$ cat config.mk
export PLATFORM = sky130hd
export DESIGN_NAME = ba_act_stream_unloader
export DESIGN_NICKNAME = d
export VERILOG_FILES = /design/src/rtl/ba_act_stream_unloader.sv
export SDC_FILE = /design/constraint.sdc
export NUM_CORES = 1
export LEC_CHECK = 0
export CAP_MARGIN = 30
export CORE_ASPECT_RATIO = 0.5
export CORE_MARGIN = 5
export CORE_UTILIZATION = 40
export DETAILED_ROUTE_END_ITERATION = 10
export PLACE_DENSITY_LB_ADDON = 0.3
export SKIP_CTS_REPAIR_TIMING = 1
export SLEW_MARGIN = 20
export SYNTH_ARGS = -nofsm -noshare
export SYNTH_HDL_FRONTEND = slang
export SYNTH_SLANG_ARGS = --single-unit
$ cat constraint.sdc
create_clock -name clk -period 2.85 [get_ports clk]
set_input_delay 0.855 -clock clk [delete_from_list [all_inputs] [get_ports clk]]
set_output_delay 0.855 -clock clk [all_outputs]
set_load 0.02 [all_outputs]
$ cat src/rtl/ba_act_stream_unloader.sv
// Walks the completed C matrix row-major through a 1-cycle read port, applies optional ReLU,
// and streams tagged elements out through a credit-protected FIFO.
module ba_act_stream_unloader #(
  parameter int M          = 8,
  parameter int N          = 8,
  parameter int DATA_W     = 32,
  parameter int FIFO_DEPTH = 4,
  parameter int ROW_W      = (M <= 1) ? 1 : $clog2(M),
  parameter int COL_W      = (N <= 1) ? 1 : $clog2(N)
) (
  input  logic              clk,
  input  logic              rst,
  input  logic              start,
  input  logic              relu_en,
  input  logic              src_c_valid,
  output logic              busy,
  output logic              done,
  output logic              c_rd_en,
  output logic              c_rd_re,
  output logic [ROW_W-1:0]  c_rd_row,
  output logic [COL_W-1:0]  c_rd_col,
  input  logic [DATA_W-1:0] c_rd_rdata,
  input  logic              c_rd_rvalid,
  output logic              out_valid,
  input  logic              out_ready,
  output logic [DATA_W-1:0] out_data,
  output logic [ROW_W-1:0]  out_row,
  output logic [COL_W-1:0]  out_col,
  output logic              out_last
);

  localparam int PTR_W = (FIFO_DEPTH <= 2) ? 1 : $clog2(FIFO_DEPTH);
  localparam int CNT_W = PTR_W + 1;
  localparam int ENT_W = DATA_W + ROW_W + COL_W + 1;
  localparam logic [ROW_W-1:0] ROW_LAST = ROW_W'(M - 1);
  localparam logic [COL_W-1:0] COL_LAST = COL_W'(N - 1);

  typedef enum logic [1:0] {IDLE, ISSUE, DRAIN} state_t;

  state_t             state_reg, state_next;
  logic               relu_reg;
  logic [ROW_W-1:0]   rd_row_reg;
  logic [COL_W-1:0]   rd_col_reg;
  logic               inflight_reg;
  logic [ROW_W-1:0]   tag_row_reg;
  logic [COL_W-1:0]   tag_col_reg;
  logic               tag_last_reg;
  logic               done_reg;

  logic [ENT_W-1:0]   fifo_mem [FIFO_DEPTH];
  logic [PTR_W-1:0]   wr_ptr_reg, rd_ptr_reg;
  logic [CNT_W-1:0]   count_reg;

  logic               issue, last_addr, accept_start, push, pop;
  logic [CNT_W:0]     credit_sum;
  logic [DATA_W-1:0]  act_data;
  logic [ENT_W-1:0]   push_word, head_word;
  logic               head_last;

  // NaN keeps its payload even when negative; every other negative becomes +0.
  function automatic logic [DATA_W-1:0] act(input logic [DATA_W-1:0] x, input logic en);
    logic is_nan;
    is_nan = (x[30:23] == 8'hFF) && (x[22:0] != 23'd0);
    if (en && !is_nan && x[DATA_W-1])
      return '0;
    return x;
  endfunction

  assign last_addr    = (rd_row_reg == ROW_LAST) && (rd_col_reg == COL_LAST);
  assign accept_start = (state_reg == IDLE) && start && src_c_valid;
  // The read port cannot stall, so only issue when the FIFO has room for every outstanding read.
  assign credit_sum   = {1'b0, count_reg} + (CNT_W + 1)'(inflight_reg);
  assign issue        = (state_reg == ISSUE) && (credit_sum < (CNT_W + 1)'(FIFO_DEPTH));

  assign push      = c_rd_rvalid && inflight_reg;
  assign pop       = out_valid && out_ready;
  assign act_data  = act(c_rd_rdata, relu_reg);
  assign push_word = {act_data, tag_row_reg, tag_col_reg, tag_last_reg};
  assign head_word = fifo_mem[rd_ptr_reg];
  assign head_last = head_word[0];

  always_ff @(posedge clk) begin
    if (rst)
      state_reg <= IDLE;
    else
      state_reg <= state_next;
  end

  always_comb begin
    state_next = state_reg;
    case (state_reg)
      IDLE:    if (accept_start) state_next = ISSUE;
      ISSUE:   if (issue && last_addr) state_next = DRAIN;
      DRAIN:   if (pop && head_last) state_next = IDLE;
      default: state_next = IDLE;
    endcase
  end

  always_comb begin
    busy     = (state_reg != IDLE);
    done     = done_reg;
    c_rd_en  = issue;
    c_rd_re  = issue;
    c_rd_row = rd_row_reg;
    c_rd_col = rd_col_reg;
  end

  always_ff @(posedge clk) begin
    if (rst) begin
      relu_reg     <= 1'b0;
      rd_row_reg   <= '0;
      rd_col_reg   <= '0;
      inflight_reg <= 1'b0;
      tag_row_reg  <= '0;
      tag_col_reg  <= '0;
      tag_last_reg <= 1'b0;
      done_reg     <= 1'b0;
    end else begin
      done_reg     <= (state_reg == DRAIN) && pop && head_last;
      inflight_reg <= issue;
      if (accept_start) begin
        relu_reg   <= relu_en;
        rd_row_reg <= '0;
        rd_col_reg <= '0;
      end else if (issue) begin
        tag_row_reg  <= rd_row_reg;
        tag_col_reg  <= rd_col_reg;
        tag_last_reg <= last_addr;
        if (rd_col_reg == COL_LAST) begin
          rd_col_reg <= '0;
          rd_row_reg <= (rd_row_reg == ROW_LAST) ? '0 : rd_row_reg + 1'b1;
        end else begin
          rd_col_reg <= rd_col_reg + 1'b1;
        end
      end
    end
  end

  always_ff @(posedge clk) begin
    if (rst) begin
      wr_ptr_reg <= '0;
      rd_ptr_reg <= '0;
      count_reg  <= '0;
    end else begin
      if (push) wr_ptr_reg <= wr_ptr_reg + 1'b1;
      if (pop)  rd_ptr_reg <= rd_ptr_reg + 1'b1;
      case ({push, pop})
        2'b10:   count_reg <= count_reg + 1'b1;
        2'b01:   count_reg <= count_reg - 1'b1;
        default: count_reg <= count_reg;
      endcase
    end
  end

  always_ff @(posedge clk) begin
    if (push)
      fifo_mem[wr_ptr_reg] <= push_word;
  end

  assign out_valid = (count_reg != '0);
  assign out_data  = head_word[ENT_W-1 -: DATA_W];
  assign out_row   = head_word[COL_W+ROW_W -: ROW_W];
  assign out_col   = head_word[COL_W -: COL_W];
  // Gated so the flag is clean while the FIFO storage is still uninitialised.
  assign out_last  = out_valid && head_last;

endmodule
==> impl_metrics.ini <==
[placement]
pre_cts_ws_ns = 0.0817
dpl.hpwl_mm = 9.06
buffer_ports.inserted = 88
globalplace.congestion = 0.764

[finish]
final_common_cell = sky130_fd_sc_hd__edfxtp_1
largest_register = fifo_mem
antenna_cells_inserted = 0
filler_cell_count = 1421
largest_register_ff_count = 156
final_nets = 558
top_library_cells_by_usage_in_the_layout_fill_and_taps_aside = sky130_fd_sc_hd__edfxtp_1 (156), sky130_fd_sc_hd__clkdlybuf4s50_1 (47), sky130_fd_sc_hd__dlymetal6s2s_1 (41), sky130_fd_sc_hd__mux4_2 (39), sky130_fd_sc_hd__dfxtp_1 (25)
layout-drive-gt1-share_pct = 19.9
synthToLayoutAreaGrowth_pct = 28.8

[logic_synthesis]
ys_warn_count = 0
synth_sequential_area_ratio_pct = 72.5
syn-mean-instance-area_um2 = 18.0
synthAdderAreaFrac_pct = 1.84
synth_top_family_by_area = multiplexers
xor_xnor_cell_area_share_of_the_yosys_netlist_pct = 0.608
post_synth_and_or_nand_nor_area_fraction_pct = 6.70
yosys.cell_types.count = 39
synth_seq_cells = 183
mappedNetlistArea_mm2 = 0.00720
synth_fp_nets = 450
synth_compound_area_share_pct = 3.86
synth_cells = 401
synthMuxAreaShare_pct = 12.3

[timing]
achievable_freq_mhz = 375
timing_worst_slew_pin_value_ns = 0.516
min_period_ns = 2.67
final_max_slew_viol_count = 0
hold_viol_final = 0
post-route-period-util_pct = 93.5
maxSlewHeadroom_pct = 65.4
maximum_clock_skew_at_final_layout_ns = 0.0118
setup-violations-final = 0
rsz0062_at_grt = no
postLayoutSetupSlackWorst_ns = 0.184

[detailed_routing]
vias = 3877
drc_errors = 0
post_drt_via_cell_ratio = 5.13
iteration_0_drc_count_of_the_detailed_router = 261
post_drt_wl_per_cell_um = 19.1
antenna_nets_post_route = 0
drt_first_pass_iters = 5
postRouteWirelength_mm = 14.4

[status]
run_status = completed

[die]
fp.dieW_um = 200
io-pin-count = 89
num_rows = 34
fp.coreArea_mm2 = 0.0175
floorplan.initialDensity_pct = 41.1
die-height_um = 105
die-area_mm2 = 0.0210

[critical_path]
crit_family = multiplexers
end_kind = output port
worst_ep_required_time_ns = 2.00
slowest_stage = sky130_fd_sc_hd__mux4_2
count_of_cells_along_the_worst_register_to_register_path = 7
crit_type = reg -> out
worstPathMaxFanout = 13
crit_path_max_incr_delay_ns = 0.54
crit_chain = buf_12 > mux4_2 > dlymetal6s2s_1
critPathArrivalTime_ns = 1.81
worstSetupStartpointType = flop
critical_path_buf_inv_count = 2
cp.depth = 3
worst_reg2reg_path_startpoint = count_reg[0]$_SDFFE_PP0P_

[cts]
cts_inserted_buffers = 17
cts.clk_slew.worst_paths_ns = 0.07
clock_sink_count = 183
clkLatencyLatePin_ns = 0.42
cts_tree = done
cell_chosen_for_the_clock_root = sky130_fd_sc_hd__clkbuf_16
htree_levels = 4
maximum_clock_insertion_buffer_count = 2

[grt]
groute.usage.overall_pct = 14.0
maximum_number_of_pins_on_one_net_before_global_route_repair = 40
vias_in_the_first_global_route = 4078
grt_pass1_wl_mm = 22.4
number_of_antenna_violations_at_the_first_check_in_global_routing = 0
grt_overflow_total = 0

[min_path]
whs_path_depth = 0
timing.hold.worst.class = reg -> reg
hold_start = tag_col_reg[1]$_SDFFE_PP0P_

[power]
peakVddDrop_mv = 0.492
power.density_cell_area_mw_per_mm2 = 619
post-layout-total-power_mw = 5.74
cellLeakagePower_nw = 3.39

[flow_run]
maxCapViolCount = 0
[synth_stat cells]
cell                        count  share of area (%)
sky130_fd_sc_hd__edfxtp_1     156                 65
sky130_fd_sc_hd__mux4_2        39                 12
sky130_fd_sc_hd__dfxtp_1       27                7.5
sky130_fd_sc_hd__nor2b_1       23                2.0
sky130_fd_sc_hd__a21oi_1       18                1.3
sky130_fd_sc_hd__inv_1         15               0.78
sky130_fd_sc_hd__o21ai_0       14               0.97
sky130_fd_sc_hd__nand3_1       13               0.90
sky130_fd_sc_hd__clkbuf_1      12               0.63
sky130_fd_sc_hd__nor2_1        11               0.57
sky130_fd_sc_hd__a211oi_1      10                1.0
sky130_fd_sc_hd__ha_1           9                1.6
sky130_fd_sc_hd__and3_1         5               0.43
sky130_fd_sc_hd__buf_2          5               0.35
sky130_fd_sc_hd__nand2_1        4               0.21
sky130_fd_sc_hd__nor4_1         4               0.35
sky130_fd_sc_hd__and4_1         3               0.36
sky130_fd_sc_hd__buf_4          3               0.31
sky130_fd_sc_hd__or3_1          3               0.26
sky130_fd_sc_hd__or4_1          3               0.31
sky130_fd_sc_hd__xor2_1         3               0.36
sky130_fd_sc_hd__nor3_1         2               0.14
sky130_fd_sc_hd__or2_2          2               0.17
sky130_fd_sc_hd__xnor2_1        2               0.24
sky130_fd_sc_hd__a211o_1        1               0.12
sky130_fd_sc_hd__a21boi_0       1               0.10
sky130_fd_sc_hd__a311oi_1       1               0.12
sky130_fd_sc_hd__and2_1         1              0.087
sky130_fd_sc_hd__and4bb_2       1               0.17
sky130_fd_sc_hd__clkbuf_2       1              0.069
sky130_fd_sc_hd__fa_1           1               0.28
sky130_fd_sc_hd__mux2i_1        1               0.14
sky130_fd_sc_hd__nand4bb_1      1               0.16
sky130_fd_sc_hd__nor3_2         1               0.14
sky130_fd_sc_hd__nor3b_2        1               0.17
sky130_fd_sc_hd__nor4bb_1       1               0.14
sky130_fd_sc_hd__o311ai_0       1               0.12
sky130_fd_sc_hd__o31a_1         1               0.12
sky130_fd_sc_hd__or3b_1         1               0.12
[stage by stage]
stage / hold slack [ns] / cells / instance area, um2 / TNS [ns] / utilization, %
floorplan: 0.454 / 401 / 7200 / 0 / -
global placement: 0.473 / 723 / 8540 / 0 / 48.7
detailed placement: 0.492 / 723 / 8540 / 0 / 48.7
CTS: 0.510 / 755 / 9140 / -8.84 / 52.2
global route: 0.536 / 756 / 9280 / 0 / 52.9
finish: 0.508 / 756 / 9280 / 0 / 52.9
[path summary, 6_finish.rpt]
| check | to | slack, ns |
|---|---|---|
| min | fifo_mem[2][2]$_DFFE_PP_ | 0.51 |
| min reg2reg | fifo_mem[2][2]$_DFFE_PP_ | 0.51 |
| max reg2reg | count_reg[2]$_SDFFE_PP0P_ | 0.94 |
| max | out_data[20] | 0.18 |
[per-layer routing]
layer	up-vias	GRT usage, %	share of wire, %
li1	1811	-	-
met1	1986	19.2	46
met2	70	22.5	50
met3	10	3.83	3.7
met4	0	3.05	0.95
met5	-	0	0
[where the power goes]
part / switching [mW] / internal [mW] / leakage [nW]
sequential: 0.0173 / 2.92 / 1.63
clock: 1.03 / 1.34 / 0.302
combinational: 0.206 / 0.223 / 1.45
total: 1.26 / 4.48 / 3.39
[logic make-up (layout without fill, tap and decap cells)]
group / Yosys count / after routing
simple gates: 80 / 80
mux: 40 / 40
flops: 183 / 183
buf+inv: 36 / 157
compound gates: 47 / 47
xor+xnor: 5 / 5
fa+ha+maj: 10 / 10
[worst reg2reg max path, delay by kind of cell, from the launching register on]
kind / cells / cell delay (ns)
buffers and inverters: 1 / 0.06
adder cells (fa/ha/maj): 2 / 0.56
flip-flops: 1 / 0.44
XOR/XNOR: 1 / 0.16
AO/OA/AOI/OAI: 2 / 0.33
AND/OR/NAND/NOR: 1 / 0.30
[area by class of cell]
cell class / instances / area [um2] / area share [%]
well taps: 234 / 293 / 3.16
clock buffers: 20 / 479 / 5.16
flip-flops and latches: 183 / 5230 / 56.4
inverters: 15 / 56.3 / 0.607
multi-input cells: 182 / 1830 / 19.8
repair buffers: 110 / 1260 / 13.6
clock inverters: 12 / 125 / 1.35
Note: power is estimated with default switching activity, not from simulation.
